<file path="config.mk">
export PLATFORM = sky130hd
export DESIGN_NAME = lb_responder
export DESIGN_NICKNAME = d
export VERILOG_FILES = /design/src/rtl/lb_responder_pkg.sv /design/src/rtl/lb_responder_read_pipe.sv /design/src/rtl/lb_responder.sv
export SDC_FILE = /design/constraint.sdc
export NUM_CORES = 2
export LEC_CHECK = 0
export ABC_CLOCK_PERIOD_IN_PS = 4700
export BUFFER_PORTS_ARGS = -buffer_cell sky130_fd_sc_hd__buf_2
export CAP_MARGIN = 30
export CORE_ASPECT_RATIO = 2
export CORE_MARGIN = 3
export CORE_UTILIZATION = 50
export CTS_CLUSTER_DIAMETER = 30
export DETAILED_ROUTE_END_ITERATION = 6
export GPL_ROUTABILITY_DRIVEN = 0
export PLACE_DENSITY = 0.86
export SYNTH_ARGS = -nofsm -noshare
export SYNTH_HDL_FRONTEND = slang
export SYNTH_SLANG_ARGS = --single-unit
export TNS_END_PERCENT = 30
</file>
<file path="constraint.sdc">
create_clock -name lb_clk -period 4.7 [get_ports lb_clk]
set_input_delay 0.705 -clock lb_clk [delete_from_list [all_inputs] [get_ports lb_clk]]
set_output_delay 0.705 -clock lb_clk [all_outputs]
set_load 0.005 [all_outputs]
</file>
<file path="src/rtl/lb_responder_pkg.sv">
// Shared constants, decode helper and read-pipe slot type for lb_responder.
// Holds the local-bus register map and N_CFG.
package lb_responder_pkg;

    localparam logic [23:0] ADDR_ID       = 24'h000000;
    localparam logic [23:0] ADDR_WCNT     = 24'h000001;
    localparam logic [23:0] ADDR_RCNT     = 24'h000002;
    localparam logic [23:0] ADDR_ERR      = 24'h000003;
    localparam logic [23:0] ADDR_CFG_BASE = 24'h000010;
    localparam logic [23:0] ADDR_PULSE    = 24'h000020;

    localparam int N_CFG = 16;

    typedef enum logic [2:0] {
        SEL_ID,
        SEL_WCNT,
        SEL_RCNT,
        SEL_ERR,
        SEL_CFG,
        SEL_PULSE,
        SEL_NONE
    } sel_e;

    typedef struct packed {
        logic        tok;
        logic [31:0] data;
    } rd_slot_t;

    function automatic sel_e decode(input logic [23:0] addr);
        sel_e sel;
        sel = SEL_NONE;
        unique case (1'b1)
            addr == ADDR_ID:   sel = SEL_ID;
            addr == ADDR_WCNT: sel = SEL_WCNT;
            addr == ADDR_RCNT: sel = SEL_RCNT;
            addr == ADDR_ERR:  sel = SEL_ERR;
            addr[23:4] == ADDR_CFG_BASE[23:4]:
                sel = SEL_CFG;
            addr == ADDR_PULSE: sel = SEL_PULSE;
            default:           sel = SEL_NONE;
        endcase
        return sel;
    endfunction

endpackage

</file>
<file path="src/rtl/lb_responder_read_pipe.sv">
// lb_read_pipe: delays {token, data} so read data lands on lb_rdata READ_LAT
// cycles after the strobe; ports: rd_tok/rd_data in, lb_rvalid in, lb_rdata/lat_mismatch out.
module lb_read_pipe
    import lb_responder_pkg::*;
#(
    parameter int READ_LAT = 3
) (
    input  logic        lb_clk,
    input  logic        rst,
    input  logic        rd_tok,
    input  logic [31:0] rd_data,
    input  logic        lb_rvalid,
    output logic [31:0] lb_rdata,
    output logic        lat_mismatch
);

    localparam int DEPTH = READ_LAT - 1;

    rd_slot_t pipe [DEPTH];
    logic     tok_q;

    // The lb_rdata flop is the last stage, so tokens travel READ_LAT
    // flops in total and tok_q lines up with the initiator's lb_rvalid.
    always_ff @(posedge lb_clk) begin
        if (rst) begin
            for (int i = 0; i < DEPTH; i++) begin
                pipe[i] <= '0;
            end
            tok_q    <= 1'b0;
            lb_rdata <= '0;
        end else begin
            pipe[0] <= '{tok: rd_tok, data: rd_data};
            for (int i = 1; i < DEPTH; i++) begin
                pipe[i] <= pipe[i-1];
            end
            tok_q <= pipe[DEPTH-1].tok;
            if (pipe[DEPTH-1].tok) begin
                lb_rdata <= pipe[DEPTH-1].data;
            end
        end
    end

    assign lat_mismatch = tok_q ^ lb_rvalid;

endmodule

</file>
<file path="src/rtl/lb_responder.sv">
// Local-bus responder: register decode, cfg/pulse registers, traffic and
// error counters; ports: lb_* bus in, lb_rdata out, cfg_regs/cfg_pulse/lat_err out.
module lb_responder
    import lb_responder_pkg::*;
#(
    parameter int          READ_LAT = 3,
    parameter logic [31:0] ID_WORD  = 32'h4C425231,
    parameter logic [31:0] UNMAPPED = 32'hDEADF00D
) (
    input  logic                  lb_clk,
    input  logic                  rst,
    input  logic                  lb_valid,
    input  logic                  lb_rnw,
    input  logic [23:0]           lb_addr,
    input  logic [31:0]           lb_wdata,
    input  logic                  lb_rvalid,
    output logic [31:0]           lb_rdata,
    output logic [N_CFG*32-1:0]   cfg_regs,
    output logic [31:0]           cfg_pulse,
    output logic                  lat_err
);

    sel_e        sel;
    logic        rd;
    logic        wr;
    logic [8:0]  cfg_off;
    logic [31:0] rd_data;
    logic [31:0] wcnt;
    logic [31:0] rcnt;
    logic [15:0] err_cnt;
    logic [15:0] err_nxt;
    logic [16:0] err_sum;
    logic [1:0]  err_ev;
    logic        unmapped;
    logic        mism;
    logic        err_clr;

    assign sel      = decode(lb_addr);
    assign rd       = lb_valid & lb_rnw;
    assign wr       = lb_valid & ~lb_rnw;
    assign cfg_off  = {lb_addr[3:0], 5'd0};
    assign unmapped = lb_valid & (sel == SEL_NONE);
    assign err_clr  = wr & (sel == SEL_ERR);

    // Reads see the registers as they are this cycle, so a write in the
    // previous cycle is already visible.
    always_comb begin
        rd_data = UNMAPPED;
        unique case (sel)
            SEL_ID:    rd_data = ID_WORD;
            SEL_WCNT:  rd_data = wcnt;
            SEL_RCNT:  rd_data = rcnt;
            SEL_ERR:   rd_data = {16'h0, err_cnt};
            SEL_CFG:   rd_data = cfg_regs[cfg_off +: 32];
            SEL_PULSE: rd_data = '0;
            default:   rd_data = UNMAPPED;
        endcase
    end

    // Up to two events per cycle; bit 16 of the sum flags saturation.
    always_comb begin
        err_ev  = {1'b0, unmapped} + {1'b0, mism};
        err_sum = {1'b0, err_cnt} + {15'd0, err_ev};
        err_nxt = err_sum[16] ? 16'hFFFF : err_sum[15:0];
        if (err_clr) begin
            err_nxt = '0;
        end
    end

    always_ff @(posedge lb_clk) begin
        if (rst) begin
            cfg_regs  <= '0;
            cfg_pulse <= '0;
            wcnt      <= '0;
            rcnt      <= '0;
            err_cnt   <= '0;
            lat_err   <= 1'b0;
        end else begin
            if (wr && sel == SEL_CFG) begin
                cfg_regs[cfg_off +: 32] <= lb_wdata;
            end
            cfg_pulse <= (wr && sel == SEL_PULSE) ? lb_wdata : '0;
            wcnt      <= wcnt + {31'd0, wr};
            rcnt      <= rcnt + {31'd0, rd};
            err_cnt   <= err_nxt;
            lat_err   <= (err_nxt != '0);
        end
    end

    lb_read_pipe #(
        .READ_LAT (READ_LAT)
    ) u_read_pipe (
        .lb_clk       (lb_clk),
        .rst          (rst),
        .rd_tok       (rd),
        .rd_data      (rd_data),
        .lb_rvalid    (lb_rvalid),
        .lb_rdata     (lb_rdata),
        .lat_mismatch (mism)
    );

endmodule

</file>
# ---- Word-level counts from Yosys, hierarchy flattened
# Memory sizes are Yosys's and may differ from the RTL's.
# Cells that the tools add are included.
dict set report classes {
  addsub 5
  n_eq_ne 11
  n_shift 3
  mux 10
  bitwise 9
  reduce_logical 6
}
# operator count
set op_table {}
lappend op_table {{512-bit bitwise mux} 1}
lappend op_table {{32-bit by 11-bit variable shift with 512-bit output (first input constant)} 1}
lappend op_table {{32-bit by 11-bit indexed part select with 512-bit output} 1}
lappend op_table {{512-bit by 10-bit indexed part select with 32-bit output} 1}
lappend op_table {{32-bit case mux with 6 select lines} 1}
lappend op_table {{33-bit two-way mux} 2}
lappend op_table {{32-bit by 1-bit adder with 32-bit output} 2}
lappend op_table {{24-bit by 2-bit == test with 1-bit output (second input constant)} 2}
lappend op_table {{16-bit two-way mux} 2}
lappend op_table {{24-bit by 1-bit == test with 1-bit output (second input constant)} 1}
lappend op_table {{24-bit by 6-bit == test with 1-bit output (second input constant)} 1}
lappend op_table {{24-bit logical NOT} 1}
lappend op_table {{20-bit by 1-bit == test with 1-bit output (second input constant)} 1}
lappend op_table {{3-bit case mux with 6 select lines} 1}
lappend op_table {{16-bit by 2-bit adder with 17-bit output} 1}
lappend op_table {{16-bit nonzero test} 1}
lappend op_table {{9-bit negator with 11-bit output} 1}
lappend op_table {{3-bit == test (second input constant)} 3}
lappend op_table {{3-bit by 2-bit == test with 1-bit output (second input constant)} 2}
lappend op_table {{1-bit bitwise AND} 4}
lappend op_table {{3-bit by 1-bit == test with 1-bit output (second input constant)} 1}
lappend op_table {{3-bit logical NOT} 1}
lappend op_table {{1-bit two-way mux} 3}
lappend op_table {{1-bit by 1-bit adder with 2-bit output} 1}
lappend op_table {{5 further kinds} 8}
dict set report word_totals {
  register_bits 658
  ramBits 66
  in_bits 61
  out_inout_bits 577
  word_cells 53
  n_memories 1
}
# memory words word_bits rd rd_clocked_by_memory_dff wr line_no
set memory_table {}
lappend memory_table {u_read_pipe.pipe 2 33 2 0 2 lb_responder_read_pipe.sv:19} ;# rd_slot_t pipe [DEPTH];

# ---- Depth between registers and ports, before layout
dict set report depth {
  depth_word 9
  ltp_mapped 20
  ltp_nobuf 17
}

# ---- Hierarchy
# From an unflattened synthesis, not the netlist that was laid out.
dict set report unflattened {
  hier_cells 3183
  area_unflattened_um2 31266.2
}
# mod instances cells_per_inst area_each_um2 seq_area_each_um2
set modules_own_cells {}
lappend modules_own_cells {lb_responder 1 2937 28290.9 12512.0}
lappend modules_own_cells {lb_read_pipe 1 246 2975.4 1981.9}

# ---- Worst setup path after synthesis
# No wires, ideal clock.
dict set report synth_path {
  path_type {input port to flip-flop}
  startpoint {input port lb_addr[1]}
  endpoint {register lat_err}
  setup_ps 131
  arrival_ps 4627
  t_required_ps 4569
  path_slack_ps -58
  stages 20
  n_path_buf 3
  cell_sequence {clkbuf_1 clkbuf_1 inv_1 ha_1 nor3b_1 a22oi_2 nor2_2 buf_2 inv_1 ha_1 o21a_1 and2_1 fa_1 ha_1 nand3_1 nor4_1 o2bb2ai_1 nand3_1 nor4b_1 a31oi_1}
}
dict set report synth_via {
  elab_chain_len 9
  word_cells_on_any_way 15
  classes_between {add/sub: 2; eq/ne: 6; mux: 3; bitwise: 2; reduce/logical: 2}
}
# item line_no
set synth_rtl {}
lappend synth_rtl {{start, declared} lb_responder.sv:14} ;# input logic [23:0] lb_addr,
lappend synth_rtl {{24-bit by 6-bit == test with 1-bit output (tied with other cells)} lb_responder_pkg.sv:39} ;# addr == ADDR_PULSE: sel = SEL_PULSE;
lappend synth_rtl {{3-bit case mux with 6 select lines *} lb_responder_pkg.sv:32} ;# unique case (1'b1)
lappend synth_rtl {{3-bit == test} lb_responder.sv:42} ;# assign unmapped = lb_valid & (sel == SEL_NONE);
lappend synth_rtl {{1-bit bitwise AND} lb_responder.sv:42}
lappend synth_rtl {{1-bit by 1-bit adder with 2-bit output} lb_responder.sv:62} ;# err_ev = {1'b0, unmapped} + {1'b0, mism};
lappend synth_rtl {{16-bit by 2-bit adder with 17-bit output} lb_responder.sv:63} ;# err_sum = {1'b0, err_cnt} + {15'd0, err_ev};
lappend synth_rtl {{16-bit two-way mux} lb_responder.sv:64} ;# err_nxt = err_sum[16] ? 16'hFFFF : err_sum[15:0];
lappend synth_rtl {{16-bit two-way mux *} lb_responder.sv:65} ;# if (err_clr) begin
lappend synth_rtl {{16-bit nonzero test *} lb_responder.sv:86} ;# lat_err <= (err_nxt != '0);
lappend synth_rtl {{end signal, assigned} lb_responder.sv:86}
lappend synth_rtl {{end, declared} lb_responder.sv:20} ;# output logic lat_err
# Every way passes the cells marked *; elsewhere a longest branch is shown, timed or not.
# A chain may end at the register's enable or synchronous reset.

# ---- Worst setup path after layout
dict set report layout_path {
  startpoint {input port lb_addr[9]}
  endpoint {register lat_err}
}
dict set report layout_via {
  elab_chain_len 9
  word_cells_on_any_way 16
  classes_between {add/sub: 2; eq/ne: 7; mux: 3; bitwise: 2; reduce/logical: 2}
}
# item line_no
set layout_rtl {}
lappend layout_rtl {{24-bit by 6-bit == test with 1-bit output (tied with other cells)} lb_responder_pkg.sv:39}
lappend layout_rtl {{3-bit case mux with 6 select lines *} lb_responder_pkg.sv:32}
lappend layout_rtl {{3-bit == test} lb_responder.sv:42}
lappend layout_rtl {{1-bit bitwise AND} lb_responder.sv:42}
lappend layout_rtl {{1-bit by 1-bit adder with 2-bit output} lb_responder.sv:62}
lappend layout_rtl {{16-bit by 2-bit adder with 17-bit output} lb_responder.sv:63}
lappend layout_rtl {{16-bit two-way mux} lb_responder.sv:64}
lappend layout_rtl {{16-bit two-way mux *} lb_responder.sv:65}
lappend layout_rtl {{16-bit nonzero test *} lb_responder.sv:86}
# Marked as above.

==> flow_results.org <==
** Run status
- The flow ran to the end, but the final reports show violations.
- Violated checks :: DRC

** Global routing
- Antenna violations before repair :: 5
- Entering global routing, the biggest net connects around 200 pins.
- The first global-routing pass estimated 192000 um of wire.
- Global routing finished with a remaining overflow of 0.
- Global routing consumed, over all layers together, 39.2% of the routing resources.
- The number of global-route vias before repair came to approximately 30000.

** Detailed routing
- The detail route stage leaves a number of antenna-violating nets equal to 0.
- In this run, the number of DRC markers left after iteration 0 of detailed routing was 4204.
- In the routed design, unresolved DRC markers number 4.
- Wire length reported by the detailed router :: 133000 um
- The first detailed-routing pass ran for 7 iterations.
- In the final routed layout, each cell accounts on average for approximately 28 um.
- DR vias/cell :: 6.49
- For this block, the via count after detailed routing is roughly 30000.

** Setup path
- The worst setup path is of the input pin to register kind.
- CP top delay family :: simple AND/OR/NAND/NOR gates
- Data on the critical path is required at its endpoint by between 5000 and 6000 ps.
- STA classifies the critical path startpoint as an input pin.
- Buffer and inverter count on the worst path :: 2
- Along the worst path, the maximum fanout reaches 5.
- Counting cells, the worst reg-to-reg path comes to 7.
- Arrival time at the worst endpoint :: between 4000 and 5000 ps
- Max stage delay on crit path :: about 440 ps
- The critical path goes through buf_2 -> nor4_1 -> nand4_2 -> nor2_2 -> inv_1 -> ha_1 -> o21a_1 -> and2_1 -> fa_1 -> ha_1 -> nand3_1 -> nor2_1 -> xnor2_1 -> nand2_1 -> nor4_1 -> a31oi_1.
- The setup check on the worst reg-to-reg path leaves a slack of 1860 ps.
- Among all stages on the critical path, the largest delay is contributed by sky130_fd_sc_hd__nor4_1.
- In this run the critical register-to-register path is captured at wcnt[30].
- Launch instance of the worst register-to-register path :: wcnt[0]
- Kind of end point of the critical path :: register

** Timing
- In this run the tightest slew margin relative to its limit is between 20% and 30%.
- Derived from the worst setup path, the maximum achievable clock frequency is 270 MHz.
- Hold is met by approximately 430 ps.
- Final critical-path share of the clock period :: 78.8%
- Final worst path period need :: 3700 ps
- The final count of hold timing violations came to 0.
- Worst-margin pin slew :: 1080 ps
- Final setup violation count :: 0
- Setup repair after global routing left no endpoint under its margin.
- Worst clock skew :: approximately 51 ps
- In the final timing run, aggregate negative setup slack is 0 ps.
- Max-slew violation count :: 0

** Floorplanning
- Die height :: 356 um
- Floorplan die width :: 181 um
- The core region is approximately 60000 um2.
- Die footprint :: 64500 um2
- Effective utilization at floorplan :: 50.8%
- # rows :: approximately 130
- 638 I/O pins were placed.

** Logic synthesis
- Flip-flop and latch count after synthesis :: 724
- In the synthesized netlist, the number of instances is 3313.
- Synthesis warning total :: 0
- Number of enable flip-flop cells after synthesis :: 0
- Post-synth top flop :: sky130_fd_sc_hd__dfxtp_1
- Distinct cell type count of the synthesized netlist :: 64
- Each instance of the synthesized netlist takes up on average 9.26 um2.
- Share of the yosys chip area belonging to registers :: 47.3%
- Cell area after technology mapping :: 30700 um2
- Mapped Nets :: 3385
- Of all flip-flops after synthesis, the portion carrying an async set or reset was 0%.

** Placed design
- Once detailed placement completed, the half-perimeter wirelength came to 90800 um.
- The number of placed instances, taps included, is 4524.
- PortBufs :: roughly 640
- After detailed placement, the total cell area comes to 34500 um2.

** Clocking
- Clock insertion delay at the later pin of the skew report :: approximately 660 ps
- The clock passes through at most 3 buffers.
- Number of gates resized after cts :: 0
- Once the clock tree was built, the setup fixing pass inserted 0 buffers.
- The number of clock buffers added by TritonCTS is just over 90.
- CTS Sinks :: 724
- Clock-pin slew was measured on the worst setup and hold paths at around 60 ps.
- Count of hold buffers inserted by post-cts repair :: 0
- CTS Root Cell :: sky130_fd_sc_hd__clkbuf_16
- The H-tree was split into 3 levels.
- TritonCTS built the clock tree.

** Power and ir drop
- In this run the static leakage power is 15.5 nW.
- P_int :: 0.0108 W
- In this run the power spent charging and discharging nets is 0.00358 W.
- For this design the ratio of total power to cell area is around 380 nW/um2.
- The share of total power dissipated in sequential elements is 43.0%.
- IR Drop Worst-Case VDD :: 0.306 mV
- Combinational logic is responsible for 4.0% of the overall power.
- The clock network is responsible for around 53% of the overall power.
- Of the total power, the share spent switching nets is 24.9%.

** Worst hold path
- The min-delay analysis places its worst path in the category register to register.
- Instance count along the most critical hold path :: 1
- The path with the worst hold slack has its endpoint at u_read_pipe.pipe[0][65].
- The startpoint identified for the worst hold timing path is u_read_pipe.pipe[0][32].

** Finish
- Area growth syn-to-layout :: 23.7%
- Summing all non-filler instances in the final layout gives an area of 37900 um2.
- Once layout is complete, the cells apart from fillers number 4701.
- Final layout net count :: 3918
- Most frequent cells in the layout :: sky130_fd_sc_hd__dfxtp_1 (723), sky130_fd_sc_hd__nand2_1 (646), sky130_fd_sc_hd__buf_2 (634), sky130_fd_sc_hd__a21oi_1 (338), sky130_fd_sc_hd__nand3b_1 (166)
- Fill cells in the final layout number 4748.
- Commonest non-fill, non-tap cell in the layout :: sky130_fd_sc_hd__dfxtp_1
- Share of cells above drive strength 1 :: 28.1%

** Flow run
- The tool flagged a number of max-cap violations equal to 0.
-- state kept, by name, indices dropped and copies added (netlist names) --
signal and count:
err_cnt 16, u_read_pipe.tok_q 1, u_read_pipe.pipe 66, wcnt 32, u_read_pipe.lb_rdata 32, lat_err 1
rcnt 32, cfg_regs 512, cfg_pulse 32
-- synth_stat cells, types with 44 or more instances --
| cell type | number | area (um2) |
|---|---|---|
| sky130_fd_sc_hd__mux2i_1 | 98 | 981 |
| sky130_fd_sc_hd__clkbuf_1 | 199 | 747 |
| sky130_fd_sc_hd__nand3_1 | 124 | 621 |
| sky130_fd_sc_hd__a22oi_1 | 51 | 383 |
| sky130_fd_sc_hd__and2_1 | 44 | 275 |
| sky130_fd_sc_hd__buf_2 | 64 | 320 |
| sky130_fd_sc_hd__nor2b_1 | 50 | 313 |
| sky130_fd_sc_hd__nand2_1 | 650 | 2440 |
| sky130_fd_sc_hd__nor2_1 | 169 | 634 |
| sky130_fd_sc_hd__nand3b_1 | 166 | 1250 |
| sky130_fd_sc_hd__mux4_2 | 138 | 3110 |
| sky130_fd_sc_hd__o21ai_0 | 162 | 811 |
| sky130_fd_sc_hd__a21oi_1 | 338 | 1690 |
| sky130_fd_sc_hd__dfxtp_1 | 724 | 14500 |
-- worst register-to-register path, delay by kind of cell (launching register included) --
family                     cells  cell delay [ps]
adders and majority gates      2              510
DFF                            1              340
and+or+nand+nor                4             1720
AOI/OAI and AO/OA              1              150
-- stage by stage --
stage	total power [W]	utilization [%]	worst slack, ps
floorplan	0.00665	-	38.1
global placement	0.00686	57.2	474
detailed placement	0.00687	57.2	520
CTS	0.0144	62.8	1110
global route	0.0147	62.8	753
finish	0.0144	62.8	999
-- routing by layer --
layer / vias to the layer above / part of all wire [%] / GRT usage, %
li1: 12700 / - / -
met1: 14300 / 31 / 42.5
met2: 2686 / 46 / 63.1
met3: 825 / 13 / 12.3
met5: - / 0.017 / 0
met4: 4 / 10 / 31.5
-- kinds of logic after synthesis --
| logic type | after synthesis | share of synthesized area, % |
|---|---|---|
| fa+ha+maj | 11 | 0.473 |
| xor+xnor | 58 | 1.66 |
| flops | 724 | 47.3 |
| compound gates | 632 | 11.5 |
| mux | 236 | 13.3 |
| simple gates | 1326 | 21.0 |
| buf+inv | 326 | 4.74 |
-- power by group through the flow --
stage          clock [W]  combinational, W  sequential, W
2_1_floorplan          0          0.000341        0.00631
3_3_place_gp           0          0.000542        0.00632
3_5_place_dp           0          0.000549        0.00632
4_1_cts          0.00765          0.000553        0.00618
5_1_grt          0.00792          0.000594        0.00618
6_report         0.00764          0.000574        0.00618
-- layout make-up --
| class | count | area, um2 | share of cell area [%] |
|---|---|---|---|
| antenna | 2 | 5.00 | 0.0132 |
| multi-input combinational | 2263 | 14900 | 39.2 |
| timing repair buffer | 742 | 4120 | 10.9 |
| clock buffer | 106 | 2470 | 6.50 |
| inverter | 22 | 82.6 | 0.218 |
| clock inverter | 68 | 918 | 2.42 |
| tap | 774 | 968 | 2.55 |
| sequential | 724 | 14500 | 38.2 |
-- worst max path at each step --
stage / startpoint / end / slack, ps / cells past startpoint
3_3_place_gp: lb_addr[17] / lat_err / 470 / 16
3_5_place_dp: lb_addr[9] / lat_err / 520 / 15
4_1_cts: lb_addr[9] / lat_err / 1110 / 15
5_1_grt: lb_addr[0] / lat_err / 750 / 18
6_report: lb_addr[9] / lat_err / 1000 / 16
2_1_floorplan: lb_addr[1] / lat_err / 40 / 20
(Power assumes the default switching activity.)
